--- src/rtl/api_timer_mc.sv ---
// Multi-channel API timeout timer: CH independent W-bit counters on a shared prescaler.
// Optional sticky interrupt is enabled by defining API_TIMER_IRQ_EN.
module api_timer_mc #(
  parameter int CH    = 4,
  parameter int W     = 28,
  parameter int PRE_W = 8
) (
  input  logic              clk,
  input  logic              rst,
  input  logic              reg_rst,
  input  logic [PRE_W-1:0]  reg_prescale,
  input  logic [CH*W-1:0]   reg_timeout,
  input  logic [CH-1:0]     reg_periodic,
  input  logic [CH-1:0]     start,
  input  logic [CH-1:0]     stop,
  input  logic [CH-1:0]     irq_clr,
  output logic [CH-1:0]     timeout_busy,
  output logic [CH-1:0]     timeout_done,
  output logic              irq
);

  logic [PRE_W-1:0] r_pc;
  logic             w_tick;
  logic [CH-1:0]    w_expire;
  logic [CH-1:0]    r_done;

  // Free-running prescaler; start does not realign it, only reg_rst does.
  assign w_tick = (r_pc == reg_prescale);

  always_ff @(posedge clk or posedge rst) begin
    if (rst) begin
      r_pc <= '0;
    end else if (reg_rst || w_tick) begin
      r_pc <= '0;
    end else begin
      r_pc <= r_pc + 1'b1;
    end
  end

  genvar gi;
  generate
    for (gi = 0; gi < CH; gi++) begin : g_ch
      logic [W-1:0] r_cnt;
      logic [W-1:0] w_to;
      logic [W-1:0] w_t;
      logic         w_run;

      assign w_to  = reg_timeout[gi*W +: W];
      assign w_t   = (w_to == '0) ? W'(1) : w_to;
      assign w_run = (r_cnt != '0);
      // Expiry only counts when no higher-priority event claims this edge.
      assign w_expire[gi] = w_tick && w_run && (r_cnt >= w_t) &&
                            !reg_rst && !stop[gi] && !start[gi];
      assign timeout_busy[gi] = w_run;

      always_ff @(posedge clk or posedge rst) begin
        if (rst) begin
          r_cnt <= '0;
        end else if (reg_rst || stop[gi]) begin
          r_cnt <= '0;
        end else if (start[gi]) begin
          r_cnt <= W'(1);
        end else if (w_expire[gi]) begin
          r_cnt <= reg_periodic[gi] ? W'(1) : '0;
        end else if (w_tick && w_run) begin
          r_cnt <= r_cnt + 1'b1;
        end
      end
    end
  endgenerate

  always_ff @(posedge clk or posedge rst) begin
    if (rst) begin
      r_done <= '0;
    end else begin
      r_done <= w_expire;
    end
  end

  assign timeout_done = r_done;

`ifdef API_TIMER_IRQ_EN
  logic [CH-1:0] r_pend;
  logic          r_irq;

  // Set dominates clear so an expiry landing on an irq_clr is never lost.
  always_ff @(posedge clk or posedge rst) begin
    if (rst) begin
      r_pend <= '0;
      r_irq  <= 1'b0;
    end else if (reg_rst) begin
      r_pend <= '0;
      r_irq  <= 1'b0;
    end else begin
      r_pend <= (r_pend & ~irq_clr) | w_expire;
      r_irq  <= |r_pend;
    end
  end

  assign irq = r_irq;
`else
  logic w_unused_irq_clr;
  assign w_unused_irq_clr = ^irq_clr;
  assign irq = 1'b0;
`endif

endmodule

--- config.mk ---
export PLATFORM = sky130hd
export DESIGN_NAME = api_timer_mc
export DESIGN_NICKNAME = d
export VERILOG_FILES = /design/src/rtl/api_timer_mc.sv
export SDC_FILE = /design/constraint.sdc
export NUM_CORES = 1
export LEC_CHECK = 0
export BUFFER_PORTS_ARGS = -buffer_cell sky130_fd_sc_hd__buf_4
export CAP_MARGIN = 40
export CELL_PAD_IN_SITES_DETAIL_PLACEMENT = 1
export CELL_PAD_IN_SITES_GLOBAL_PLACEMENT = 2
export CORE_AREA = 4 4 177 179
export DETAILED_ROUTE_END_ITERATION = 10
export DIE_AREA = 0 0 181 183
export PLACE_DENSITY_LB_ADDON = 0.1
export SLEW_MARGIN = 20
export SYNTH_ARGS = -nofsm -noshare
export SYNTH_HDL_FRONTEND = slang
export SYNTH_SLANG_ARGS = --single-unit
--- constraint.sdc ---
create_clock -name clk -period 5.2 [get_ports clk]
set_input_delay 1.04 -clock clk [delete_from_list [all_inputs] [get_ports clk]]
set_output_delay 1.04 -clock clk [all_outputs]
set_load 0.005 [all_outputs]
# Yosys cells after proc, flatten, opt, wreduce, memory -nomap -nowiden
# Index checks and enable logic that the tools add are counted.
# classes
add_sub_neg	5
n_mul	0
div_mod_pow	0
n_lt_le_gt_ge	4
eq_ne	1
shift	0
muxes	25
bitwise_logic	0
n_reduce_logical	46
# ops
cell	n
2-to-1 mux 28 bit	20
adder 28 x 1 -> 28 bit (second input constant)	4
greater-or-equal comparator 28 bit	4
zero test 28 bit	4
nonzero test 28 bit	4
logical AND 1 bit	20
nonzero test 4 bit	4
zero test 1 bit	9
adder 8 x 1 -> 8 bit (second input constant)	1
equality test 8 bit	1
2-to-1 mux 8 bit	1
logical OR 1 bit	5
2-to-1 mux 1 bit	4
# word_totals
ff_bits	124
latch_bits	0
ramBits	0
romBits	0
input_bits	139
output_inout_bits	9
word_cells	87
n_memories	0

# Depth between registers and ports, before layout
# Gate-level depths: netlist of run 1.
# logic_depth
depth_word	10
ltp_mapped	14
mapped_depth_nobuf	11

# Worst setup path after synthesis of run 1
# No wires, ideal clock.
# synth_path
path_type	in2reg
from	input port reg_timeout[7]
to	register g_ch[0].r_cnt[27]
setup_ns	0.079
arrival_time_ns	3.469
required_ns	5.121
setup_slack_ns	1.652
cell_stages	14
n_path_buf	3
cell_sequence	nor4_1 -> nand4_1 -> o21bai_1 -> ha_1 -> nand2b_1 -> a2111oi_0 -> nor4_1 -> o41a_1 -> clkbuf_1 -> nor2_2 -> buf_4 -> buf_4 -> nand4_1 -> mux2i_1
# synth_between
elab_chain_cells	10
word_cells_on_any_way	11
classes_between	order compare (1); mux (4); reduce/logical (6)
# synth_rtl
item	line_no	source
start, declared	12	input logic [CH*W-1:0] reg_timeout,
zero test 28 bit	49	assign w_t = (w_to == '0) ? W'(1) : w_to;
2-to-1 mux 28 bit (*)	49	
greater-or-equal comparator 28 bit (*)	52	assign w_expire[gi] = w_tick && w_run && (r_cnt >= w_t) &&
logical AND 1 bit (*) (2 in series)	52	
logical AND 1 bit (*) (2 in series)	53	!reg_rst && !stop[gi] && !start[gi];
2-to-1 mux 28 bit	63	end else if (w_expire[gi]) begin
2-to-1 mux 28 bit	61	end else if (start[gi]) begin
2-to-1 mux 28 bit	59	end else if (reg_rst || stop[gi]) begin
end signal, assigned	64	r_cnt <= reg_periodic[gi] ? W'(1) : '0;
end signal, assigned	66	r_cnt <= r_cnt + 1'b1;
end, declared	43	logic [W-1:0] r_cnt;
# Every way passes the cells marked *; elsewhere a longest branch is shown, timed or not.
# A chain may end at the register's enable or synchronous reset.

# Worst setup path after layout of run 1
# layout_path
from	input port reg_timeout[51]
to	register g_ch[1].r_cnt[1]
# layout_between
elab_chain_cells	10
word_cells_on_any_way	11
classes_between	order compare (1); mux (4); reduce/logical (6)
# layout_rtl
item	line_no
zero test 28 bit	49
2-to-1 mux 28 bit (*)	49
greater-or-equal comparator 28 bit (*)	52
logical AND 1 bit (*) (2 in series)	52
logical AND 1 bit (*) (2 in series)	53
2-to-1 mux 28 bit	63
2-to-1 mux 28 bit	61
2-to-1 mux 28 bit	59
end signal, assigned	64
end signal, assigned	66
end, declared	43
# Marked as above.

==> results of run 1 <==
layer usage:
layer  GRT usage [%]  vias to the layer above  part of all wire, %
met4           3.933                        2                  1.1
met3           3.392                       29                  2.9
met5               0                        -                0.061
li1                -                     4863                    -
met2           33.50                      137                   48
met1           26.79                     4897                   48
stage by stage:
step	instances	utilization, %	total power, mW	setup WS (ps)	cell area (sq um)
3_3_place_gp	1752	39.72	1.252	944.1	11740
4_1_cts	1787	41.90	2.509	1314	12390
2_1_floorplan	1244	-	1.113	860.8	10280
5_1_grt	1789	41.94	2.591	1028	12400
3_5_place_dp	1755	39.86	1.260	861.7	11780
6_report	1789	41.94	2.467	1350	12400
synth_stat cells (3+ instances only):
cell | count | area (sq um)
a211oi_1 | 6 | 45.04
a21o_1 | 11 | 82.58
a21oi_1 | 84 | 420.4
a221o_1 | 10 | 100.1
a221oi_1 | 3 | 26.28
a22o_1 | 9 | 78.83
a22oi_1 | 3 | 22.52
a31oi_1 | 49 | 306.5
a41oi_1 | 4 | 35.03
and2_1 | 13 | 81.33
and3_1 | 33 | 206.5
and4_1 | 11 | 96.34
buf_2 | 5 | 25.02
buf_4 | 9 | 67.56
buf_6 | 3 | 33.78
clkbuf_1 | 18 | 67.56
dfrtp_1 | 124 | 3103
ha_1 | 121 | 1514
inv_1 | 141 | 529.3
mux2i_1 | 18 | 180.2
nand2_1 | 82 | 307.8
nand2b_1 | 14 | 87.58
nand3_1 | 73 | 365.4
nand3b_1 | 3 | 22.52
nand4_1 | 59 | 369.1
nor2_1 | 91 | 341.6
nor2b_1 | 6 | 37.54
nor3_1 | 26 | 130.1
nor4_1 | 58 | 362.9
nor4_4 | 3 | 63.81
nor4b_1 | 6 | 52.55
o21ai_0 | 43 | 215.2
o21bai_1 | 4 | 30.03
or2_2 | 3 | 18.77
or3_1 | 12 | 75.07
or4_1 | 6 | 45.04
xnor2_1 | 7 | 61.31
xor2_1 | 32 | 280.3
cell families (layout without fill, tap and decap cells):
group	count (synthesis)	after routing	synth area share, %
AO/OA/AOI/OAI	247	247	15.28
XOR/XNOR	39	39	3.323
adder cells (fa/ha/maj)	121	121	14.73
buffers and inverters	178	333	7.132
flip-flops	124	124	30.19
multiplexers	20	20	1.972
other	1	1	0.03648
AND/OR/NAND/NOR	514	514	27.35
flip-flops by register name, summed over array words and instances (netlist names):
name and flops:
g_ch.r_cnt 112, r_pc 8, timeout_done 4
cells in the final DEF, fill, tap and decap left out, types with 11 or more instances in the layout:
master       n
o21ai_0     43
dfrtp_1    124
and3_1      33
xor2_1      32
mux2i_1     18
or3_1       12
a21oi_1     84
clkbuf_16   17
nand4_1     59
nor3_1      26
and2_1      13
a31oi_1     49
nor2_1      91
nand3_1     73
inv_1      140
nor4_1      58
and4_1      11
nand2_1     82
a21o_1      11
ha_1       121
nand2b_1    14
buf_4      156
area by class of cell:
class / count / area, sq um
Sequential cell: 124 / 3103
Clock inverter: 12 / 137.6
Timing Repair Buffer: 160 / 1227
Multi-Input combinational cell: 942 / 6444
Fill cell: 3538 / 17160
Clock buffer: 20 / 466.7
Tap cell: 390 / 488.0
Inverter: 141 / 531.8
critical path, cell delays in order:
cell      delay, ps
buf_4           110
nor4_1          410
nand3_1         230
o21bai_1        220
ha_1            260
nor2_1           90
a21oi_1          70
o21ai_0         320
a21oi_1         240
nor4_4          530
and2_1          460
a22o_1          220
worst max-delay path by stage:
stage / cells past startpoint / slack, ps / end / start
finish: 12 / 1350 / g_ch[1].r_cnt[1] / reg_timeout[51]
global route: 13 / 1030 / g_ch[0].r_cnt[13] / reg_timeout[2]
CTS: 12 / 1310 / g_ch[1].r_cnt[1] / reg_timeout[51]
detailed placement: 12 / 860 / g_ch[1].r_cnt[19] / reg_timeout[51]
global placement: 13 / 940 / g_ch[0].r_cnt[26] / reg_timeout[2]
floorplan: 1 / 860 / g_ch[0].r_cnt[0] / rst
power by group through the flow:
stage / Clock (mW) / Combinational, mW / Sequential (mW)
final: 1.23 / 0.262 / 0.975
after global routing: 1.32 / 0.299 / 0.974
after CTS: 1.27 / 0.269 / 0.975
after detailed placement: 0 / 0.267 / 0.992
after global placement: 0 / 0.260 / 0.992
after floorplan: 0 / 0.122 / 0.990
==> metrics, run 1 <==
Pleak slightly below 6 nW; Clock Tree Root clkbuf_16; Antenna Nets Post-Route 0; Primary FF master, synth dfrtp_1; all-layer global routing usage approximately 20%; Post-DP HPWL 25590 microns; hold slack roughly 540 ps; final hold violations 0; 1st-pass router iterations 5; Reg power frac 39.5%; final slew viol count 0; pwr dens 199.0 mW/mm^2; Peak VDD IR between 0.2 and 0.25 mV; global-route wire length before repair about 54000 microns; cts hold-fix bufs 0; Fin Clk Skew approximately 12 ps; vias per cell approximately 5.5; Reg2Reg Depth 10; IO Pins ~150; Initial Util 34.78%; Crit path required time around 5600 ps; Setup TNS 0 ps; Seq cells post-synth about 120; R2R setup slack approximately 2000 ps; RSZ-0062 raised after global routing no; cts repair resizes 0; warning count from the yosys run 0; fin crit share 74.03%; Worst Path Arrival between 4000 and 5000 ps; Avg WL per Cell roughly 18 microns; Post-synth EDFFs 0; Clock Sinks about 120; Remaining DRCs 0; Setup crit start kind input pin; Int Pwr 1.839 mW; latest clock arrival within the worst-skew pair between 400 and 500 ps; Final GP Congestion a little under 0.8; Final Net Count 1646; RR Startpoint g_ch[2].r_cnt[26]; site row count 63; Congestion Overflow GR 0; syn nets 1504; Combinational Power Share 10.6%; Worst slew margin a little under half; H-tree depth 4; Max Clk Rate ~260 MHz; HP Start g_ch[2].r_cnt[27]; setup bufs post-CTS 0; crit path kind in2reg; Worst-Margin Slew just over 800 ps; ratio of cells with drive above 1 in the final layout between 10% and 20%; Switch Pwr 0.6277 mW; die area between 0.03 and 0.04 sq mm; initial antenna violation count 1; crit path max fanout 9; area delta synth->final 20.61%; Sw Share 25.45%; Netlist cell types 71; Hold WC Path Type reg2reg; CTS tree yes; clock share of power 49.9%; Synth Instances about 1200; Hold EP g_ch[2].r_cnt[27]; core area 0.02956 sq mm; vias in the first global route a little over 10000; worst flop-to-flop path endpoint g_ch[2].r_cnt[20]; Clock transition at path regs 60 ps; Async SR Flop Fraction 100.0%; max cap viols 0; die width about 180 microns; Port Buffers about 140; # diodes 0; DRT iter0 DRCs between 400 and 500; crit path time final around 3800 ps; status completed; Min-Delay Path Depth 1; Clock Path Buffers 2; sequential area share after synthesis a little under a third; syn_area_per_cell around 8.3 sq um; Die H approximately 180 microns; final setup fails 0; Worst Setup End Kind flip-flop; via count ~9900; TritonCTS Buffers 17; Post-Syn Area a little over 0.01 sq mm; final WL between 30000 and 40000 microns; largest net degree at the start of global routing 56
(Power assumes the default switching activity.)
==> run 2: changes to the inputs <==
Clock period 5.2 ns to 3.7 ns, I/O delays scaled along.
==> metrics, run 2 (synthesis results as in run 1) <==
final slew viol count 0 (unchanged); most frequent cells in the layout buf_4, inv_1, dfrtp_1; Worst Setup End Kind flip-flop; vias per cell 5.514 (-0.63%); most common library cell in the layout ignoring fill and taps buf_4; Worst-Margin Slew 699.3 ps (-111.3 ps); global-route wire length before repair 54130 microns (+0.47%); Antenna Nets Post-Route 0 (unchanged); fin crit share 93.33%; Layout Cells excl Fill 1804 (+0.84%); cts hold-fix bufs 0 (unchanged); crit path max fanout 6 (-3); RR Startpoint g_ch[3].r_cnt[9]; pwr dens 285.2 mW/mm^2 (+43%); Clock Sinks 124 (unchanged); CTS tree yes; max cap viols 0 (unchanged); cell mode on critical path buf_4; # diodes 0 (unchanged); slowest CP cell a2111oi_0; Hold WC Path Type in2async; max incr delay on CP 460 ps (-70 ps); CP Launch Point reg_timeout[2]; cts repair resizes 0 (unchanged); area delta synth->final 22.49%; ratio of cells with drive above 1 in the final layout 16.12% (+0.83 points); Final Core Density 42.60% (+0.66 points); post-placement cell count 1772 (+0.97%); DRT iter0 DRCs 427 (+3.9%); vias in the first global route 10278 (+1.5%); Worst slew margin 52.18% (+6.3 points); Port Buffers 142 (unchanged); fill count 3534 (-0.11%); Post-DP HPWL 25440 microns (-0.61%); latest clock arrival within the worst-skew pair 430 ps (about the same); final hold violations 0 (unchanged); CP top delay family compound AO/OA/AOI/OAI gates; Crit path required time 4040 ps (-1520 ps); Remaining DRCs 0 (unchanged); Congestion Overflow GR 0 (unchanged); Fin Clk Skew 14.76 ps (+3.041 ps); status completed; final WL 32950 microns (+0.67%); Clock Tree Root clkbuf_16; crit path kind in2reg; site row count 63 (unchanged); largest net degree at the start of global routing 107 (+91%); RSZ-0062 raised after global routing no; Clock transition at path regs 60 ps (about the same); final setup fails 0 (unchanged); Initial Util 34.78% (unchanged); Critical path buffers and inverters 3 (+2); register bank with the most flops g_ch.r_cnt; 1st-pass router iterations 5 (unchanged); TritonCTS Buffers 17 (unchanged); Worst Path Arrival 3790 ps (-420 ps); Final Net Count 1661 (+0.91%); die area 0.03312 sq mm (unchanged); core area 0.02956 sq mm (unchanged); Pleak 6.051 nW (+1.7%); Setup crit start kind input pin; Clock Path Buffers 2 (unchanged); Die H 183 microns (unchanged); all-layer global routing usage 19.81% (+0.064 points); Peak VDD IR 0.3044 mV (+51%); H-tree depth 4 (unchanged); IO Pins 148 (unchanged); crit path time final 3453 ps; crit path cell chain buf_4 -> nor4_1 -> buf_4 -> nand4_1 -> o21bai_1 -> ha_1 -> nand2b_1 -> a2111oi_0 -> nor4_1 -> o41a_1 -> buf_4 -> or3_1 -> a31oi_1; via count 9948 (+0.20%); initial antenna violation count 1 (unchanged); Max Clk Rate 289.6 MHz; max reg flops 112 (unchanged); die width 181 microns (unchanged); setup bufs post-CTS 0 (unchanged); Final GP Congestion 0.7987 (+1.9%); Avg WL per Cell 18.27 microns (-0.17%)
-- run 2: cell count changes in the layout (fill, tap and decap cells not counted) --
cell	previous run	this run
inv_4	1	0
buf_12	2	6
inv_6	2	0
clkbuf_1	0	1
bufinv_16	2	4
clkbuf_2	1	0
clkinv_2	2	4
buf_6	1	0
clkinv_4	4	2
buf_4	156	169
-- run 2: worst paths after layout --
path | endpoint | slack [ps] | depth (start not counted)
max | g_ch[0].r_cnt[6] | 250 | 13
min | g_ch[3].r_cnt[0] | 350 | 2
max reg2reg | g_ch[3].r_cnt[2] | 800 | 9
min reg2reg | g_ch[2].r_cnt[27] | 550 | 1
max in group asynchronous | g_ch[0].r_cnt[26] | 2400 | 3
min in group clk | g_ch[1].r_cnt[0] | 490 | 2
-- run 2: cell type report --
cell class	instances	area [sq um]	area share, %
Multi-Input combinational cell	942	6444	51.17
Inverter	141	533.0	4.233
Tap cell	390	488.0	3.875
Sequential cell	124	3103	24.64
Timing Repair Buffer	175	1389	11.03
Clock buffer	21	470.5	3.736
Clock inverter	11	165.2	1.312
-- run 2: stage by stage --
step                setup TNS [ps]  hold WS [ps]  power [mW]  worst slack, ps  cell area [sq um]
floorplan                        0         479.1       1.564            452.0              10280
global placement            -188.5         533.8       1.769           -57.78              11960
detailed placement           -1871         544.6       1.775           -169.3              11960
CTS                              0         337.6       3.651            281.9              12590
global route                     0         354.4       3.749            142.1              12590
finish                           0         346.5       3.592            246.7              12590
-- run 2: report_power, final --
part	switching, mW	total, mW	internal [mW]
Clock	0.669	1.85	1.18
Sequential	0.00901	1.37	1.36
Combinational	0.196	0.373	0.177
Total	0.874	3.59	2.72
-- run 2: worst reg2reg max path, stage by stage, from the launching register on --
cell	delay, ps
dfrtp_1	440
ha_1	330
a2111oi_0	660
o21ai_0	200
a211oi_1	330
o32ai_2	180
nor3_2	180
buf_4	220
a21oi_1	90
o21ai_0	180
-- run 2: routing by layer --
| layer | share of wire [%] | GRT usage, % | up-vias |
|---|---|---|---|
| met5 | 0.061 | 0 | - |
| met4 | 0.92 | 3.753 | 2 |
| met3 | 2.5 | 3.114 | 21 |
| met2 | 49 | 34.01 | 114 |
| met1 | 48 | 26.81 | 4934 |
| li1 | - | - | 4877 |
